`src/rtl/lsu_pkg.sv`:
```
// rtl/lsu_pkg.sv - shared encodings, FSM states and alignment check for the load/store unit
//
// Purpose : access-size encodings, controller state type and the alignment
//           rule used when a request is accepted.
// Ports   : none (package).

package lsu_pkg;

    localparam logic [1:0] SZ_BYTE = 2'b00;
    localparam logic [1:0] SZ_HALF = 2'b01;
    localparam logic [1:0] SZ_WORD = 2'b10;
    localparam logic [1:0] SZ_RSVD = 2'b11;

    typedef enum logic [1:0] {
        ST_IDLE  = 2'b00,
        ST_READ  = 2'b01,
        ST_WRITE = 2'b10,
        ST_RESP  = 2'b11
    } lsu_state_t;

    // Halves need an even address, words a multiple of four; bytes are never
    // misaligned. The reserved size is rejected separately by the caller.
    function automatic logic is_misaligned(input logic [1:0] size, input logic [1:0] lane);
        case (size)
            SZ_HALF: return lane[0];
            SZ_WORD: return (lane != 2'b00);
            default: return 1'b0;
        endcase
    endfunction

endpackage

```
`src/rtl/lsu_lane.sv`:
```
// rtl/lsu_lane.sv - byte-lane extract/extend for loads and lane merge for stores
//
// Purpose : purely combinational lane logic, fed with the memory word during
//           READ and with the captured word during WRITE.
// Ports   : word      in  32  source word (memory data or captured word)
//           lane      in  2   byte address bits [1:0]
//           size      in  2   access size encoding
//           sign_ext  in  1   sign-extend sub-word loads
//           wdata     in  32  right-aligned store data
//           load_data out 32  extracted and extended load result
//           merged    out 32  word with the addressed lane(s) replaced by wdata

module lsu_lane
    import lsu_pkg::*;
(
    input  logic [31:0] word,
    input  logic [1:0]  lane,
    input  logic [1:0]  size,
    input  logic        sign_ext,
    input  logic [31:0] wdata,
    output logic [31:0] load_data,
    output logic [31:0] merged
);

    logic [7:0]  byte_val;
    logic [15:0] half_val;
    logic [31:0] mask;
    logic [31:0] ins;

    always_comb begin
        // Little-endian: lane 0 is bits [7:0]; halves use lane[1] only.
        byte_val = 8'(word >> {lane, 3'b000});
        half_val = 16'(word >> {lane[1], 4'b0000});

        case (size)
            SZ_BYTE: load_data = {{24{sign_ext & byte_val[7]}}, byte_val};
            SZ_HALF: load_data = {{16{sign_ext & half_val[15]}}, half_val};
            default: load_data = word;
        endcase

        // Store data is replicated across all lanes so the mask alone picks
        // where it lands.
        case (size)
            SZ_BYTE: begin
                mask = 32'h0000_00FF << {lane, 3'b000};
                ins  = {4{wdata[7:0]}};
            end
            SZ_HALF: begin
                mask = 32'h0000_FFFF << {lane[1], 4'b0000};
                ins  = {2{wdata[15:0]}};
            end
            default: begin
                mask = 32'hFFFF_FFFF;
                ins  = wdata;
            end
        endcase

        merged = (word & ~mask) | (ins & mask);
    end

endmodule

```
`src/rtl/load_store_unit.sv`:
```
// rtl/load_store_unit.sv - memory-stage load/store controller in front of Data_Memory
//
// Purpose : accepts one load/store at a time, converts byte addresses into
//           word accesses, performs sub-word stores as read-modify-write and
//           returns a single response.
// Config  : RMW_SUBWORD_EN defined   -> byte/half stores do READ then WRITE merge.
//           RMW_SUBWORD_EN undefined -> byte/half stores answer rsp_err=1.
// Ports   : clk, rst (async, active high)
//           req_valid/req_ready, req_we, req_size, req_signed, req_addr[9:0],
//           req_wdata[31:0]                     request channel
//           rsp_valid/rsp_ready, rsp_rdata[31:0], rsp_err   response channel
//           mem_wr, mem_rd, mem_addr[7:0], mem_wdata[31:0], mem_rdata[31:0]
//                                               Data_Memory pins

module load_store_unit
    import lsu_pkg::*;
(
    input  logic        clk,
    input  logic        rst,
    input  logic        req_valid,
    output logic        req_ready,
    input  logic        req_we,
    input  logic [1:0]  req_size,
    input  logic        req_signed,
    input  logic [9:0]  req_addr,
    input  logic [31:0] req_wdata,
    output logic        rsp_valid,
    input  logic        rsp_ready,
    output logic [31:0] rsp_rdata,
    output logic        rsp_err,
    output logic        mem_wr,
    output logic        mem_rd,
    output logic [7:0]  mem_addr,
    output logic [31:0] mem_wdata,
    input  logic [31:0] mem_rdata
);

    lsu_state_t  state, state_d;

    logic        we_q;
    logic [1:0]  size_q;
    logic        signed_q;
    logic [9:0]  addr_q;
    logic [31:0] wdata_q;
    logic [31:0] data_q;

    logic        sub_store_rej;
    logic        req_bad;
    logic [31:0] lane_word;
    logic [31:0] load_data;
    logic [31:0] merged;

`ifdef RMW_SUBWORD_EN
    assign sub_store_rej = 1'b0;
`else
    assign sub_store_rej = req_we && (req_size != SZ_WORD);
`endif

    assign req_bad = (req_size == SZ_RSVD) || is_misaligned(req_size, req_addr[1:0]) || sub_store_rej;

    // One lane block serves both paths: live memory data while reading,
    // the captured word while writing.
    assign lane_word = (state == ST_READ) ? mem_rdata : data_q;

    lsu_lane u_lane (
        .word      (lane_word),
        .lane      (addr_q[1:0]),
        .size      (size_q),
        .sign_ext  (signed_q),
        .wdata     (wdata_q),
        .load_data (load_data),
        .merged    (merged)
    );

    always_ff @(posedge clk or posedge rst) begin
        if (rst) begin
            state <= ST_IDLE;
        end else begin
            state <= state_d;
        end
    end

    always_comb begin
        state_d   = state;
        req_ready = 1'b0;
        rsp_valid = 1'b0;
        mem_rd    = 1'b0;
        mem_wr    = 1'b0;
        mem_addr  = 8'h00;
        mem_wdata = 32'h0;
        case (state)
            ST_IDLE: begin
                req_ready = 1'b1;
                if (req_valid) begin
                    if (req_bad)
                        state_d = ST_RESP;
                    else if (req_we && (req_size == SZ_WORD))
                        state_d = ST_WRITE;
                    else
                        state_d = ST_READ;
                end
            end
            ST_READ: begin
                mem_rd   = 1'b1;
                mem_addr = addr_q[9:2];
                state_d  = we_q ? ST_WRITE : ST_RESP;
            end
            ST_WRITE: begin
                // A word store's mask covers all lanes, so merged == store data.
                mem_wr    = 1'b1;
                mem_addr  = addr_q[9:2];
                mem_wdata = merged;
                state_d   = ST_RESP;
            end
            ST_RESP: begin
                rsp_valid = 1'b1;
                if (rsp_ready)
                    state_d = ST_IDLE;
            end
            default: state_d = ST_IDLE;
        endcase
    end

    always_ff @(posedge clk or posedge rst) begin
        if (rst) begin
            we_q      <= 1'b0;
            size_q    <= SZ_BYTE;
            signed_q  <= 1'b0;
            addr_q    <= 10'h0;
            wdata_q   <= 32'h0;
            data_q    <= 32'h0;
            rsp_rdata <= 32'h0;
            rsp_err   <= 1'b0;
        end else begin
            case (state)
                ST_IDLE: begin
                    if (req_valid) begin
                        we_q      <= req_we;
                        size_q    <= req_size;
                        signed_q  <= req_signed;
                        addr_q    <= req_addr;
                        wdata_q   <= req_wdata;
                        rsp_rdata <= 32'h0;
                        rsp_err   <= req_bad;
                    end
                end
                ST_READ: begin
                    data_q <= mem_rdata;
                    if (!we_q)
                        rsp_rdata <= load_data;
                end
                default: ;
            endcase
        end
    end

endmodule

```
`config.mk`:
```
export PLATFORM = sky130hd
export DESIGN_NAME = load_store_unit
export DESIGN_NICKNAME = d
export VERILOG_FILES = /design/src/rtl/lsu_pkg.sv /design/src/rtl/lsu_lane.sv /design/src/rtl/load_store_unit.sv
export SDC_FILE = /design/constraint.sdc
export NUM_CORES = 1
export LEC_CHECK = 0
export ABC_AREA = 1
export BUFFER_PORTS_ARGS = -buffer_cell sky130_fd_sc_hd__buf_4
export CORE_ASPECT_RATIO = 0.5
export CORE_MARGIN = 3
export CORE_UTILIZATION = 35
export DETAILED_ROUTE_END_ITERATION = 10
export SYNTH_ARGS = -nofsm -noshare
export SYNTH_HDL_FRONTEND = slang
export SYNTH_SLANG_ARGS = --single-unit
```
`constraint.sdc`:
```
create_clock -name clk -period 4.55 [get_ports clk]
set_clock_uncertainty 0.05 [all_clocks]
set_input_delay 0.91 -clock clk [delete_from_list [all_inputs] [get_ports clk]]
set_output_delay 0.91 -clock clk [all_outputs]
set_load 0.02 [all_outputs]
```
== After elaboration in Yosys (flattened, before gate mapping) ==
Cells that the tools add are included.
Word-level totals
  output and inout bits: 77
  register bits: 113
  input bits: 82
  logic and storage cells: 62
Cells by class
  multiplexer cells: 20
  shift-type cells: 4
  equal/unequal tests: 11
  bitwise operators: 6
  reduce and logical (&&, ||, !) cells: 12
Operators with widths (count)
  $pmux W32 S2: 4
  $mux W32: 4
  $and A32 B32 Y32: 2
  $not A32 Y32: 1
  $or A32 B32 Y32: 1
  $shl A16 B5 Y32 const A: 1
  $shl A8 B5 Y32 const A: 1
  $shr A32 B5 Y16: 1
  $shr A32 B5 Y8: 1
  $eq A2 B2 Y1 const B: 4
  $mux W2: 4
  $mux W8: 1
  $ne A2 B2 Y1 const B: 4
  $pmux W2 S4: 1
  $eq A2 B1 Y1 const B: 3
  $mux W1: 5
  $logic_not A2 Y1: 2
  $reduce_and A2 Y1: 2
  $reduce_bool A2 Y1: 2
  $reduce_and A3 Y1: 1
  $and A1 B1 Y1: 2
  $logic_and A1 B1 Y1: 2
  $logic_or A1 B1 Y1: 2
  $pmux W1 S2: 1
  $reduce_or A2 Y1: 1

== Depth between registers and ports, before layout ==
  depth after elaboration: 7
  depth in mapped cells: 13

== Hierarchy ==
A second synthesis with hierarchy kept.
Unflattened totals
  cells, all modules: 831
  area, all modules: 6588.8 µm²
Modules (own cells, without submodules)
  load_store_unit: instances 1, area an instance 4983.5 µm², seq. area each 2827.7 µm², cells each 533
  lsu_lane: instances 1, area an instance 1605.3 µm², seq. area each 0.0 µm², cells each 298

== Least setup slack after synthesis ==
Ideal clock, no wire load.
  kind: register to output
  from: register state[1]
  to: output mem_wdata[16]
  cell stages (with the launch flop): 9
  slack: 1.775 ns
  data required time: 3.590 ns
  buffers on the path: 2
  arrival: 1.815 ns
  cells stage by stage: dfrtp_1 > inv_1 > ha_1 > buf_4 > buf_2 > nand2_1 > o21ai_1 > o21ai_0 > a31oi_1
Between the ends
  word-level cells in the longest chain between the ends: 5
  elaborated cells between the ends (all ways): 6
  those cells by class: 2 x eq/ne; 2 x mux; 2 x bitwise
RTL lines
  start, declared: line load_store_unit.sv:38  | lsu_state_t state, state_d;
  start signal, assigned: line load_store_unit.sv:79  | state <= state_d;
  $eq A2 B1 Y1: line load_store_unit.sv:63  | assign lane_word = (state == ST_READ) ? mem_rdata : data_q;
  $mux W32
  net lane_word[16]: line load_store_unit.sv:49  | logic [31:0] lane_word;
  $and A32 B32 Y32: line lsu_lane.sv:58  | merged = (word & ~mask) | (ins & mask);
  $or A32 B32 Y32: line lsu_lane.sv:58
  $mux W32: line load_store_unit.sv:91  | case (state)
  end, declared: line load_store_unit.sv:34  | output logic [31:0] mem_wdata,
The timed path passes the listed nets, and every way through them passes these cells.

== Worst setup path after layout ==
  from: register size_q[1]
  to: output mem_wdata[7]
Between the ends
  word-level cells in the longest chain between the ends: 6
  elaborated cells between the ends (all ways): 8
  those cells by class: 1 x eq/ne; 2 x mux; 4 x bitwise; 1 x reduce/logical
RTL lines
  start, declared: line load_store_unit.sv:41  | logic [1:0] size_q;
  start signal, assigned: line load_store_unit.sv:139  | size_q <= req_size;
  $eq A2 B1 Y1 or $logic_not A2 Y1 (tied branches): line lsu_lane.sv:43  | case (size)
  $pmux W32 S2 *: line lsu_lane.sv:43
  $not A32 Y32: line lsu_lane.sv:58
  $and A32 B32 Y32: line lsu_lane.sv:58
  $or A32 B32 Y32 *: line lsu_lane.sv:58
  $mux W32 *: line load_store_unit.sv:91
Mark *: on every way between the ends. The rest lies on a longest branch, timed or not.

==> flow_summary.yaml <==
grt:
  globalRouteOverflowTotal: 0
  grt_max_degree: 51
  track_usage: 0.222
  antenna_found_initial: 0
  first_global_vias: 5642
  grt_pass1_wl_um: 31800
hold_path:
  whs_endpoint: "addr_q[6]"
  hold_depth: 2
  hp-start: "addr_q[6]"
  hp-class: "flip-flop to flip-flop"
layout:
  final_cell_area_mm2: 0.00798
  nets: 1026
  mostFrequentLayoutCells: "nand2_1 (326), buf_4 (165), dfrtp_1 (113), o21ai_0 (63), inv_1 (57)"
  fillers: 1679
  drive_gt1_frac: 0.246
  areaGrowthSynthToFinish_pct: 33.5
  final_common_cell: "nand2_1"
  diodes: 0
sta:
  worst_pin_slew_ns: 0.710
  slew_headroom: 0.526
  final_hold_viol_count: 0
  rsz0062_at_grt: "no"
  setup_viol: 0
  min_period_over_period: 0.899
  slew_viol_final: 0
  tns_ns: 0
  fmax_mhz: 244
  post-route-min-period_ns: 4.09
  setup_slack_ns: 0.459
floorplanning:
  core.rowCount: 33
  start_util: 0.361
  die_area_mm2: 0.0188
  core_mm2: 0.0166
  die_x_um: 191
  io_pins: 159
  die_h_um: 98.4
place:
  dp_hpwl_um: 15400
  dp_slack_ns: 0.907
  placed_area_mm2: 0.00729
  io_buffers: 158
  gp_congestion: 0.916
clock_tree:
  post_cts_resized: 0
  clock-sinks: 113
  htreeDepth: 4
  cts_made_buffers: 17
  postCtsSetupBuffers: 0
  path_clk_slew_ns: 0.06
  cts_tree: "done"
  clock_latency_ns: 0.42
  cts-root-buf: "clkbuf_16"
  clk_path_buf_depth: 2
  ctsHoldBuffers: 0
yosys:
  syn-instance-count: 793
  yosys_warnings: 0
  yosysTopAreaCellShare: 0.473
  ys_seq_area_frac: 0.473
  synth_top_cell_by_area: "dfrtp_1"
  synth_cell_types: 37
  synth_area_per_cell_um2: 7.53
  synth_nets: 882
  syn_area_mm2: 0.00597
  synth-seq-cells: 113
  synth.area.top_cells: "dfrtp_1 (47%), nand2_1 (20%), o21ai_0 (5.3%)"
setup_path:
  worstPathArrival_ns: 3.13
  startpoint_type: "flip-flop"
  r2r_start: "state[1]"
  reg2reg_to: "rsp_rdata[26]"
  crit_path_end_kind: "output pin"
  reg2reg_slack_ns: 2.10
  crit_path_max_fanout: 34
  reg2regPathDepth: 10
  path_class: "flip-flop to output pin"
  required_ns: 3.59
power_and_ir_drop:
  power_density_mw_per_mm2: 892
  power_leakage_uw: 0.00422
  ir_drop_mv: 0.393
  finalPower_uw: 7110
drt:
  viasPerCell: 4.99
  drc: 0
  drt_wl_total_um: 20600
  first_pass_iters: 5
  drtIter0Drc: 613
  ant_nets: 0
  routedWlPerCell_um: 17.5
  vias: 5872
status:
  status: "finished clean"
run:
  maxCapViolCount: 0
==> worst max-delay path by stage <==
stage,end,startpoint,cells after the start,slack (ns)
4_1_cts,mem_wdata[7],size_q[1],9,0.45
5_1_grt,mem_wdata[7],size_q[1],9,0.17
3_5_place_dp,mem_wdata[7],size_q[1],9,0.91
2_1_floorplan,addr_q[0],rst,1,0.60
3_3_place_gp,mem_wdata[7],size_q[1],9,1.01
6_report,mem_wdata[7],size_q[1],9,0.46
==> flip-flops by register name, indices dropped and copies added, names as in the netlist <==
register   cells
data_q        32
rsp_rdata     32
wdata_q       32
addr_q        10
size_q         2
state          2
rsp_err        1
signed_q       1
we_q           1
==> final cells by class <==
| class | count | area (um2) | area share |
|---|---|---|---|
| repair buffers | 165 | 1240 | 0.155 |
| well taps | 227 | 284 | 0.0356 |
| clock buffers | 19 | 453 | 0.0568 |
| multi-input cells | 574 | 2690 | 0.337 |
| inverters | 66 | 253 | 0.0317 |
| flip-flops and latches | 113 | 2830 | 0.355 |
| clock inverters | 13 | 233 | 0.0292 |
==> worst max-delay path, stage by stage (launching register included) <==
cell	delay, ns
dfrtp_1	0.73
inv_4	0.28
nand2_2	0.36
inv_1	0.25
o21ai_0	0.15
nand2_1	0.28
inv_2	0.16
nand2_1	0.06
a21oi_1	0.24
buf_4	0.20
==> stage by stage <==
stage / utilization / hold WS [ns] / std cells
floorplan: - / 0.399 / 793
global placement: 0.440 / 0.413 / 1145
detailed placement: 0.440 / 0.414 / 1145
CTS: 0.482 / 0.431 / 1177
global route: 0.482 / 0.451 / 1177
finish: 0.482 / 0.425 / 1177
==> power by group <==
group	internal [uW]	switching [uW]	total, uW
registers	1470	348	1820
logic	1220	2530	3750
clock network	1060	491	1550
==> logic make-up (layout without fill, tap and decap cells) <==
kind of cell | after synthesis | count (layout) | share of synthesized area
and+or+nand+nor | 403 | 403 | 0.274
AOI/OAI and AO/OA | 163 | 163 | 0.159
DFF | 113 | 113 | 0.473
buffers and inverters | 106 | 263 | 0.0773
adders and majority gates | 7 | 7 | 0.0147
muxes | 1 | 1 | 0.00168
==> layer usage <==
layer,part of all wire,global-route usage
met5,0,0
met2,0.43,0.324
met1,0.47,0.326
met4,0.018,0.0597
met3,0.082,0.0560
==> synth_stat cells (all sizes together) <==
library cell / n
o211ai: 9
clkinv: 1
or2: 1
a21o: 1
ha: 7
o21bai: 7
nand4: 4
o22ai: 9
mux2i: 1
nand3: 14
nand2: 333
buf: 22
nor3: 4
nor2: 47
inv: 65
clkbuf: 18
o21ai: 98
a21oi: 19
dfrtp: 113
o21a: 7
a31oi: 13
(Power assumes the default switching activity.)
